`src/rtl/if_pkg.sv`:
```
// Shared definitions for the instruction fetcher: opcodes, BHT counter
// encodings, fetch FSM states and the instruction-queue entry layout.
package if_pkg;

  localparam int XLEN = 32;

  localparam logic [6:0] OPC_JAL    = 7'b1101111;
  localparam logic [6:0] OPC_BRANCH = 7'b1100011;
  localparam logic [6:0] OPC_JALR   = 7'b1100111;

  typedef enum logic [1:0] {
    BHT_SNT = 2'b00,
    BHT_WNT = 2'b01,
    BHT_WT  = 2'b10,
    BHT_ST  = 2'b11
  } bht_cnt_e;

  typedef enum logic {
    IDLE = 1'b0,
    WAIT = 1'b1
  } if_state_e;

  typedef struct packed {
    logic [XLEN-1:0] ins;
    logic [XLEN-1:0] pc;
    logic            pred;
  } iq_entry_t;

  function automatic logic [1:0] bht_update(input logic [1:0] cnt, input logic taken);
    logic [1:0] res;
    res = cnt;
    if (taken && cnt != BHT_ST)
      res = cnt + 2'd1;
    else if (!taken && cnt != BHT_SNT)
      res = cnt - 2'd1;
    return res;
  endfunction

endpackage

```
`src/rtl/ins_queue.sv`:
```
// Circular FIFO between fetch and decode. Pointers wrap naturally at the
// power-of-two depth; clr empties the queue in one cycle.
module ins_queue
  import if_pkg::*;
#(
  parameter int IQ_WIDTH = 3
) (
  input  logic      clk,
  input  logic      rst_n,
  input  logic      en,
  input  logic      clr,
  input  logic      push,
  input  iq_entry_t push_data,
  input  logic      pop,
  output iq_entry_t head_data,
  output logic      empty,
  output logic      full
);

  localparam int                DEPTH   = 1 << IQ_WIDTH;
  localparam logic [IQ_WIDTH:0] CNT_MAX = (IQ_WIDTH + 1)'(DEPTH);
  localparam logic [IQ_WIDTH:0] CNT_ONE = (IQ_WIDTH + 1)'(1);
  localparam logic [IQ_WIDTH-1:0] PTR_ONE = IQ_WIDTH'(1);

  logic [IQ_WIDTH-1:0] head_q, head_d;
  logic [IQ_WIDTH-1:0] tail_q, tail_d;
  logic [IQ_WIDTH:0]   count_q, count_d;
  iq_entry_t           mem_q [DEPTH];

  always_comb begin
    head_d  = head_q;
    tail_d  = tail_q;
    count_d = count_q;
    if (en) begin
      if (clr) begin
        head_d  = '0;
        tail_d  = '0;
        count_d = '0;
      end else begin
        if (push) tail_d = tail_q + PTR_ONE;
        if (pop)  head_d = head_q + PTR_ONE;
        if (push && !pop)
          count_d = count_q + CNT_ONE;
        else if (pop && !push)
          count_d = count_q - CNT_ONE;
      end
    end
  end

  always_ff @(posedge clk or negedge rst_n) begin
    if (!rst_n) begin
      head_q  <= '0;
      tail_q  <= '0;
      count_q <= '0;
    end else begin
      head_q  <= head_d;
      tail_q  <= tail_d;
      count_q <= count_d;
    end
  end

  // Storage needs no reset: count gates every read.
  always_ff @(posedge clk) begin
    if (en && !clr && push)
      mem_q[tail_q] <= push_data;
  end

  assign head_data = mem_q[head_q];
  assign empty     = (count_q == '0);
  assign full      = (count_q == CNT_MAX);

endmodule

```
`src/rtl/ins_fetcher.sv`:
```
// Fetch unit: PC register, single-outstanding ICache request FSM, predecode
// with a 2-bit BHT, and an instruction queue feeding the decoder.
module ins_fetcher
  import if_pkg::*;
#(
  parameter int                    ADDR_WIDTH = 32,
  parameter int                    BHT_WIDTH  = 8,
  parameter int                    IQ_WIDTH   = 3,
  parameter logic [ADDR_WIDTH-1:0] RESET_PC   = '0
) (
  input  logic                  Sys_clk,
  input  logic                  Sys_rst,
  input  logic                  Sys_rdy,
  output logic                  IFIC_en,
  output logic [ADDR_WIDTH-1:0] IFIC_addr,
  input  logic                  ICIF_en,
  input  logic [31:0]           ICIF_data,
  input  logic                  DCIF_ask,
  output logic                  IFDC_en,
  output logic [31:0]           IFDC_ins,
  output logic [ADDR_WIDTH-1:0] IFDC_pc,
  output logic                  IFDC_pred_jump,
  input  logic                  RoBIF_jump_en,
  input  logic [ADDR_WIDTH-1:0] RoBIF_jump_addr,
  input  logic                  RoBIF_br_en,
  input  logic [ADDR_WIDTH-1:0] RoBIF_br_pc,
  input  logic                  RoBIF_br_taken,
  output if_state_e             dbg_state
);

  localparam int BHT_ENTRIES = 1 << BHT_WIDTH;

  if_state_e             state_q, state_d;
  logic [ADDR_WIDTH-1:0] pc_q, pc_d;
  logic                  ific_en_q, ific_en_d;
  logic [ADDR_WIDTH-1:0] ific_addr_q, ific_addr_d;
  logic                  stale_q, stale_d;
  logic                  ifdc_en_q, ifdc_en_d;
  logic [31:0]           ifdc_ins_q, ifdc_ins_d;
  logic [ADDR_WIDTH-1:0] ifdc_pc_q, ifdc_pc_d;
  logic                  ifdc_pred_q, ifdc_pred_d;
  logic [1:0]            bht_q [BHT_ENTRIES];

  logic                  accept, pop, iq_empty, iq_full;
  iq_entry_t             push_entry, head_entry;
  logic [ADDR_WIDTH-1:0] npc, imm_j, imm_b;
  logic                  pred;
  logic [BHT_WIDTH-1:0]  look_idx, train_idx;
  logic                  unused_br_pc_bits;

  assign unused_br_pc_bits = ^{RoBIF_br_pc[ADDR_WIDTH-1:BHT_WIDTH+2], RoBIF_br_pc[1:0]};
  assign look_idx  = pc_q[BHT_WIDTH+1:2];
  assign train_idx = RoBIF_br_pc[BHT_WIDTH+1:2];

  assign imm_j = {{11{ICIF_data[31]}}, ICIF_data[31], ICIF_data[19:12], ICIF_data[20],
                  ICIF_data[30:21], 1'b0};
  assign imm_b = {{19{ICIF_data[31]}}, ICIF_data[31], ICIF_data[7], ICIF_data[30:25],
                  ICIF_data[11:8], 1'b0};

  // Predecode. pc_q equals IFIC_addr whenever a response is accepted.
  always_comb begin
    npc  = pc_q + 32'd4;
    pred = 1'b0;
    case (ICIF_data[6:0])
      OPC_JAL: begin
        npc  = pc_q + imm_j;
        pred = 1'b1;
      end
      OPC_BRANCH: begin
        if (bht_q[look_idx][1]) begin
          npc  = pc_q + imm_b;
          pred = 1'b1;
        end
      end
      OPC_JALR: npc = pc_q + 32'd4;
      default:  npc = pc_q + 32'd4;
    endcase
  end

  assign push_entry = '{ins: ICIF_data, pc: ific_addr_q, pred: pred};

  always_comb begin
    state_d     = state_q;
    pc_d        = pc_q;
    ific_en_d   = ific_en_q;
    ific_addr_d = ific_addr_q;
    stale_d     = stale_q;
    ifdc_en_d   = ifdc_en_q;
    ifdc_ins_d  = ifdc_ins_q;
    ifdc_pc_d   = ifdc_pc_q;
    ifdc_pred_d = ifdc_pred_q;
    accept      = 1'b0;
    pop         = 1'b0;
    if (Sys_rdy) begin
      if (RoBIF_jump_en) begin
        pc_d      = RoBIF_jump_addr;
        ifdc_en_d = 1'b0;
        if (state_q == WAIT) begin
          if (ICIF_en) begin
            ific_en_d = 1'b0;
            state_d   = IDLE;
            stale_d   = 1'b0;
          end else begin
            stale_d = 1'b1;
          end
        end
      end else begin
        case (state_q)
          IDLE: begin
            if (!iq_full) begin
              ific_en_d   = 1'b1;
              ific_addr_d = pc_q;
              state_d     = WAIT;
            end
          end
          WAIT: begin
            if (ICIF_en) begin
              ific_en_d = 1'b0;
              state_d   = IDLE;
              if (stale_q) begin
                stale_d = 1'b0;
              end else begin
                accept = 1'b1;
                pc_d   = npc;
              end
            end
          end
          default: state_d = IDLE;
        endcase
        if (DCIF_ask && !iq_empty) begin
          pop         = 1'b1;
          ifdc_en_d   = 1'b1;
          ifdc_ins_d  = head_entry.ins;
          ifdc_pc_d   = head_entry.pc;
          ifdc_pred_d = head_entry.pred;
        end else begin
          ifdc_en_d = 1'b0;
        end
      end
    end
  end

  always_ff @(posedge Sys_clk or negedge Sys_rst) begin
    if (!Sys_rst) begin
      state_q     <= IDLE;
      pc_q        <= RESET_PC;
      ific_en_q   <= 1'b0;
      ific_addr_q <= '0;
      stale_q     <= 1'b0;
      ifdc_en_q   <= 1'b0;
      ifdc_ins_q  <= '0;
      ifdc_pc_q   <= '0;
      ifdc_pred_q <= 1'b0;
    end else begin
      state_q     <= state_d;
      pc_q        <= pc_d;
      ific_en_q   <= ific_en_d;
      ific_addr_q <= ific_addr_d;
      stale_q     <= stale_d;
      ifdc_en_q   <= ifdc_en_d;
      ifdc_ins_q  <= ifdc_ins_d;
      ifdc_pc_q   <= ifdc_pc_d;
      ifdc_pred_q <= ifdc_pred_d;
    end
  end

  // Training writes at the edge, so a same-cycle lookup sees the old counter.
  always_ff @(posedge Sys_clk or negedge Sys_rst) begin
    if (!Sys_rst) begin
      for (int i = 0; i < BHT_ENTRIES; i++) bht_q[i] <= BHT_WNT;
    end else if (Sys_rdy && RoBIF_br_en) begin
      bht_q[train_idx] <= bht_update(bht_q[train_idx], RoBIF_br_taken);
    end
  end

  ins_queue #(.IQ_WIDTH(IQ_WIDTH)) u_queue (
    .clk       (Sys_clk),
    .rst_n     (Sys_rst),
    .en        (Sys_rdy),
    .clr       (RoBIF_jump_en),
    .push      (accept),
    .push_data (push_entry),
    .pop       (pop),
    .head_data (head_entry),
    .empty     (iq_empty),
    .full      (iq_full)
  );

  assign IFIC_en        = ific_en_q;
  assign IFIC_addr      = ific_addr_q;
  assign IFDC_en        = ifdc_en_q;
  assign IFDC_ins       = ifdc_ins_q;
  assign IFDC_pc        = ifdc_pc_q;
  assign IFDC_pred_jump = ifdc_pred_q;
  assign dbg_state      = state_q;

endmodule

```
`config.mk`:
```
export PLATFORM = sky130hd
export DESIGN_NAME = ins_fetcher
export DESIGN_NICKNAME = d
export VERILOG_FILES = /design/src/rtl/if_pkg.sv /design/src/rtl/ins_queue.sv /design/src/rtl/ins_fetcher.sv
export SDC_FILE = /design/constraint.sdc
export NUM_CORES = 2
export LEC_CHECK = 0
export BUFFER_PORTS_ARGS = -buffer_cell sky130_fd_sc_hd__buf_2
export CELL_PAD_IN_SITES_DETAIL_PLACEMENT = 1
export CELL_PAD_IN_SITES_GLOBAL_PLACEMENT = 1
export CORE_ASPECT_RATIO = 1.1
export CORE_MARGIN = 5
export CORE_UTILIZATION = 56
export DETAILED_ROUTE_END_ITERATION = 8
export GPL_TIMING_DRIVEN = 0
export PLACE_DENSITY = 0.84
export RECOVER_POWER = 50
export SYNTH_ARGS = -nofsm -noshare
export SYNTH_HDL_FRONTEND = slang
export SYNTH_SLANG_ARGS = --single-unit
```
`constraint.sdc`:
```
create_clock -name Sys_clk -period 16.5 [get_ports Sys_clk]
set_input_delay 0.825 -clock Sys_clk [delete_from_list [all_inputs] [get_ports Sys_clk]]
set_output_delay 0.825 -clock Sys_clk [all_outputs]
set_load 0.01 [all_outputs]
```
Word level (Yosys, flattened, before mapping)
Memory sizes are Yosys's and may differ from the RTL's. A register that Yosys moved wholly into a read port is not among the register bits.
Index checks and enable logic that the tools add are counted.

storage, ports and cells
  memories kept = 1
  bits of input ports = 104
  register bits = 590
  logic and storage cells = 371
  bits in writable memories = 520
  output and inout bits = 100

cells by class
  reductions and logical operators = 30
  $lt $le $gt $ge = 3
  bitwise operators = 5
  $add $sub $neg = 9
  muxes and demuxes = 51
  eq/ne operators = 7

memories
  memory         words  width  rd ports  clocked after memory_dff  wr ports  line             RTL
  u_queue.mem_q  8      65     1         1                         1         ins_queue.sv:28  iq_entry_t mem_q [DEPTH];

operator list
  kind                                                                   count
  512-bit bitwise mux                                                    1
  32-bit 2-to-1 mux                                                      5
  32-bit adder                                                           2
  32-bit case mux with 2 select lines                                    1
  32-bit by 3-bit adder with 32-bit output (second input constant)       1
  2-bit binary-select mux with 8-bit select                              2
  1-bit 2-to-1 mux                                                       23
  9-bit greater-or-equal comparator (second input constant)              2
  8-bit inverter with 9-bit output                                       2
  2-bit demux with 8-bit select                                          1
  2-bit 2-to-1 mux                                                       8
  7-bit equality test (second input constant)                            2
  3-bit 2-to-1 mux                                                       4
  4-bit 2-to-1 mux                                                       3
  2-bit nonzero test                                                     5
  1-bit logical AND                                                      9
  9-bit by 1-bit < comparator with 1-bit output (second input constant)  1
  3-bit AND reduction                                                    3
  4-bit AND reduction                                                    2
  3-bit by 1-bit adder with 3-bit output (second input constant)         2
  1-bit zero test                                                        6
  1-bit case mux with 2 select lines                                     3
  2-bit AND reduction                                                    3
  4-bit by 1-bit adder with 4-bit output (second input constant)         1
  other kinds (10)                                                       13

Depth between registers and ports, before layout
  depth in word-level cells = 10
  mapped depth = 20
  depth with buffers taken out = 13

Hierarchy
A second synthesis with hierarchy kept.

second synthesis, totals
  cell total of the unflattened synthesis = 4104
  area, all modules = 55832.3 um^2

by module, submodules not included
  module       cells each  times used  sequential area each (um^2)  area an instance (um^2)
  ins_fetcher  3127        1           16460.8                      35601.6
  ins_queue    977         1           15865.2                      20230.7

Worst setup path after synthesis
OpenSTA, ideal clock, no wires.

  kind = input port to flip-flop
  from = input port Sys_rdy
  to = memory u_queue.mem_q[2][0] in the netlist's numbering (enable)
  data required time = 15.829 ns
  data arrival time = 8.143 ns
  library setup time = 0.671 ns
  buffers on the path = 1
  cell stages on the path = 5
  slack = 7.685 ns
  cell sequence = inv_1 nor2_1 nand2_1 clkbuf_1 nor4b_1

on the way
  cells in the longest elaborated chain, start to end = 4
  elaborated cells on any way between the ends = 5

RTL lines
  what                                                          line                                RTL
  from (decl)                                                   ins_fetcher.sv:13                   input logic Sys_rdy,
  1-bit 2-to-1 mux / 1-bit logical AND (equally long branches)  ins_fetcher.sv:94, ins_queue.sv:64
  1-bit logical AND (*)                                         ins_queue.sv:64                     if (en && !clr && push)
  1-bit 2-to-1 mux (*)                                          ins_queue.sv:64
  1-bit 2-to-1 mux (implied by the code) (*)                    ins_queue.sv:65                     mem_q[tail_q] <= push_data;
  to (decl)                                                     ins_queue.sv:28

Mark *: on every way between the ends. The rest lies on a longest branch, timed or not.

==> impl_results.md <==
- Status: finished with violations
- Failing checks: max-capacitance violations, max-slew violations
- CP arrival: 9380 ps
- CTS tree: done
- Largest net degree at the start of global routing: 120
- Post-CTS setup repair buffer count: 0
- Hold_buf cts: 0
- Share of cells above drive strength 1: 23.6%
- Busiest grt layer: met2
- Skew-Pair Late Insertion Delay: 790 ps
- CTS max path bufs: 3
- GRT overflow: 0
- M3 GR Usage: under 10%
- Placer congestion estimate: about 1.0
- Met2 Usage GRT: 65.0%
- Placed Cells: approximately 5800
- Met1 Resource Use GR: 47.0%
- Via density: between 6 and 7
- Final count of hold timing violations: 0
- DR iter-0 viols: 5194
- Mapped Area: 0.0545 mm^2
- Antenna-violating nets left: 0
- IO Pins: between 200 and 250
- Worst EP required: roughly 16000 ps
- MaxCap Viol Count: 10
- NetSw: between 2 and 3 mW
- Final setup vio count: 0
- Flops & latches, synth: 1175
- Reg clk slew, reported paths: ~70 ps
- RR Endpoint: pc_q[26]
- PD cells: between 100 and 150 mW/mm^2
- Cell Count, Final, Fillers Out: approximately 6000
- Max Fanout on Critical Path: roughly 120
- Top FF cell, synth: edfxtp_1
- Post-Syn Instances: about 4200
- Filler cells: approximately 9400
- Cell Chain, Critical Path: clkbuf_1, clkbuf_1
- Crit Path Class: input pin to asynchronous set/reset pin
- Reg2reg start: pc_q[3]
- Element type at the critical path end: asynchronous set/reset pin
- Global-route wire length before repair: roughly 300000 um
- Ys Warns: 0
- HP Class: input pin to flop
- R2r worst-path depth: 13
- Fmax: 98.8 MHz
- Clock sinks: ~1200
- I/O Buffers: 176
- Max stage delay on crit path: 4820 ps
- Drt pass-1 iters: 8
- Initial Utilization: between 50% and 60%
- Max Clock Skew: around 53 ps
- CTS root buf: clkbuf_16
- Final Core Density: between 60% and 70%
- DRC violations left: 0
- Htree depth: 3
- Hold EP: pc_q[0]
- Pint: approximately 6 mW
- Post-synth cell types: 77
- Dpl hpwl: ~140000 um
- Clock power frac: about 35%
- CORE AREA: 0.0970 mm^2
- Total wire length: roughly 210000 um
- RSZ-0062 raised after global routing: no
- Sw frac: between 30% and 40%
- Final min period: approximately 10000 ps
- Slowest-stage cell, CP: clkbuf_1
- Synth Area per Inst: roughly 13 um^2
- Top delay family on crit path: buffers and inverters
- Row count: 120
- Vias in the first global route: about 45000
- Via Count: 42100
- Syn nets: around 4400
- P&R area growth vs syn: 14.0%
- Final period util: 61.3%
- Total power: 8.73 mW
- Seq pwr share: 42.1%
- Post-synth EDFFs: 520
- Number of antenna violations at the first check in global routing: 3
- Ys async rst share: a little under three fifths
- All-Layer GR Usage: between 40% and 50%
- Power share of the combinational group: a little under a quarter
- CP bufs+invs: 2
- Routed len/inst: 34.8 um
- Worst hold start: RoBIF_jump_addr[0]
- Die width: between 300 and 400 um
- Slew headroom: -336%
- Sequential element share of the synthesized area: about three fifths
- Die Area: 0.104 mm^2
- Post_cts resized: 0
- Setup crit start kind: input pin
- Die Y: roughly 340 um
- Peak supply drop: 0.150 mV
- Reg2reg setup slack: between 10000 and 15000 ps
- Final Net Count: around 4800
- CTS buffer count: 119
- Hold path depth: 2
- Leakage: 22.7 nW
- Max-slew violations: 370
- Min Hold Slack: ~380 ps
- Worst slew pin tran: 6540 ps
- Most common cell on crit path: clkbuf_1
[worst max path at each step]
stage                                end      startpoint  slack [ps]  cells past startpoint
floorplan            u_queue.mem_q[2][0]         Sys_rdy        7690                      5
global placement    u_queue.mem_q[4][34]         Sys_rdy        -230                      6
detailed placement            bht_q[510]  RoBIF_br_pc[4]        8670                     16
CTS                           bht_q[446]  RoBIF_br_pc[4]        9340                     16
global route                  bht_q[199]         Sys_rst        4860                      2
finish                        bht_q[361]         Sys_rst        6380                      2
[area by class of cell]
type,count,area (um^2),share of cell area [%]
clock buffers,167,3440,5.55
clock inverters,60,846,1.36
multi-input cells,2778,20800,33.5
plain buffers,261,1300,2.09
well taps,1281,1600,2.58
repair buffers,256,1620,2.61
diodes,4,10.0,0.0161
inverters,31,116,0.187
flip-flops and latches,1175,32300,52.1
[power by group through the flow]
stage | registers, mW | clock network [mW] | logic [mW]
floorplan | 3.64 | 0 | 1.12
global placement | 3.66 | 0 | 1.81
detailed placement | 3.69 | 0 | 1.91
CTS | 3.66 | 3.00 | 2.01
global route | 3.68 | 3.15 | 2.12
finish | 3.67 | 3.01 | 2.05
[worst reg2reg max path, cell delays in order (launching register included)]
cell	delay [ps]
dfrtp_1	450
buf_2	500
buf_2	610
buf_1	990
mux4_2	450
a22oi_1	90
a211oi_1	530
o32a_1	400
mux2i_4	210
a21oi_1	720
buf_2	580
o21ai_0	210
a221oi_1	370
a21oi_1	90
[cells in the mapped netlist (29+ instances only)]
cell	number	area (um^2)
a21oi_1	115	576
nand3_1	36	180
dfrtp_1	399	9980
dfstp_2	256	6730
buf_1	29	109
edfxtp_1	520	15600
mux2_2	48	541
nor2_1	76	285
o21ai_1	338	1690
buf_2	39	195
inv_1	29	109
mux4_2	326	7340
o21ai_0	313	1570
ha_1	50	626
clkbuf_1	144	541
mux2i_1	124	1240
nand2_1	939	3520
xnor2_1	38	333
a21o_1	30	225
xor2_1	31	272
[stage by stage]
step / cell area [um^2] / TNS [ps] / worst slack (ps)
CTS: 62200 / 0 / 9340
finish: 62100 / 0 / 6380
global route: 62100 / 0 / 4860
floorplan: 54500 / 0 / 7690
detailed placement: 57900 / 0 / 8670
global placement: 56900 / -25770 / -229
[metal layers]
metal / part of all wire, % / wire, um
met5: 0.0062 / 13
met4: 9.8 / 20500
met3: 9.8 / 20500
met2: 47 / 99100
met1: 33 / 69300
[flip-flops by register name (all words and copies together) (netlist names)]
| register | cells |
|---|---|
| dbg_state | 1 |
| IFDC_ins | 32 |
| u_queue.tail_q | 3 |
| u_queue.head_q | 3 |
| u_queue.mem_q | 520 |
| stale_q | 1 |
| IFDC_pred_jump | 1 |
| bht_q | 512 |
| IFDC_en | 1 |
| pc_q | 32 |
| u_queue.count_q | 4 |
| IFDC_pc | 32 |
| IFIC_addr | 32 |
| IFIC_en | 1 |
[cells by family after synthesis]
| kind of cell | share of synthesized area, % |
|---|---|
| xor+xnor | 1.11 |
| buf+inv | 2.60 |
| simple gates | 9.01 |
| compound gates | 9.88 |
| flops | 59.4 |
| fa+ha+maj | 1.26 |
| mux | 16.8 |
[cell usage in the layout, fill, tap and decap left out, types with 48 or more instances in the layout]
cell and n:
a21oi_1 115, buf_2 125, ha_1 50, mux4_2 326, mux2_2 48, o21ai_0 313, clkbuf_1 262, edfxtp_1 520
clkbuf_16 124, buf_4 59, buf_6 52, dfstp_2 256, mux2i_1 124, nor2_1 72, o21ai_1 338, nand2_1 939
dfrtp_1 399
No activity file was read; power rests on OpenSTA's default activity.
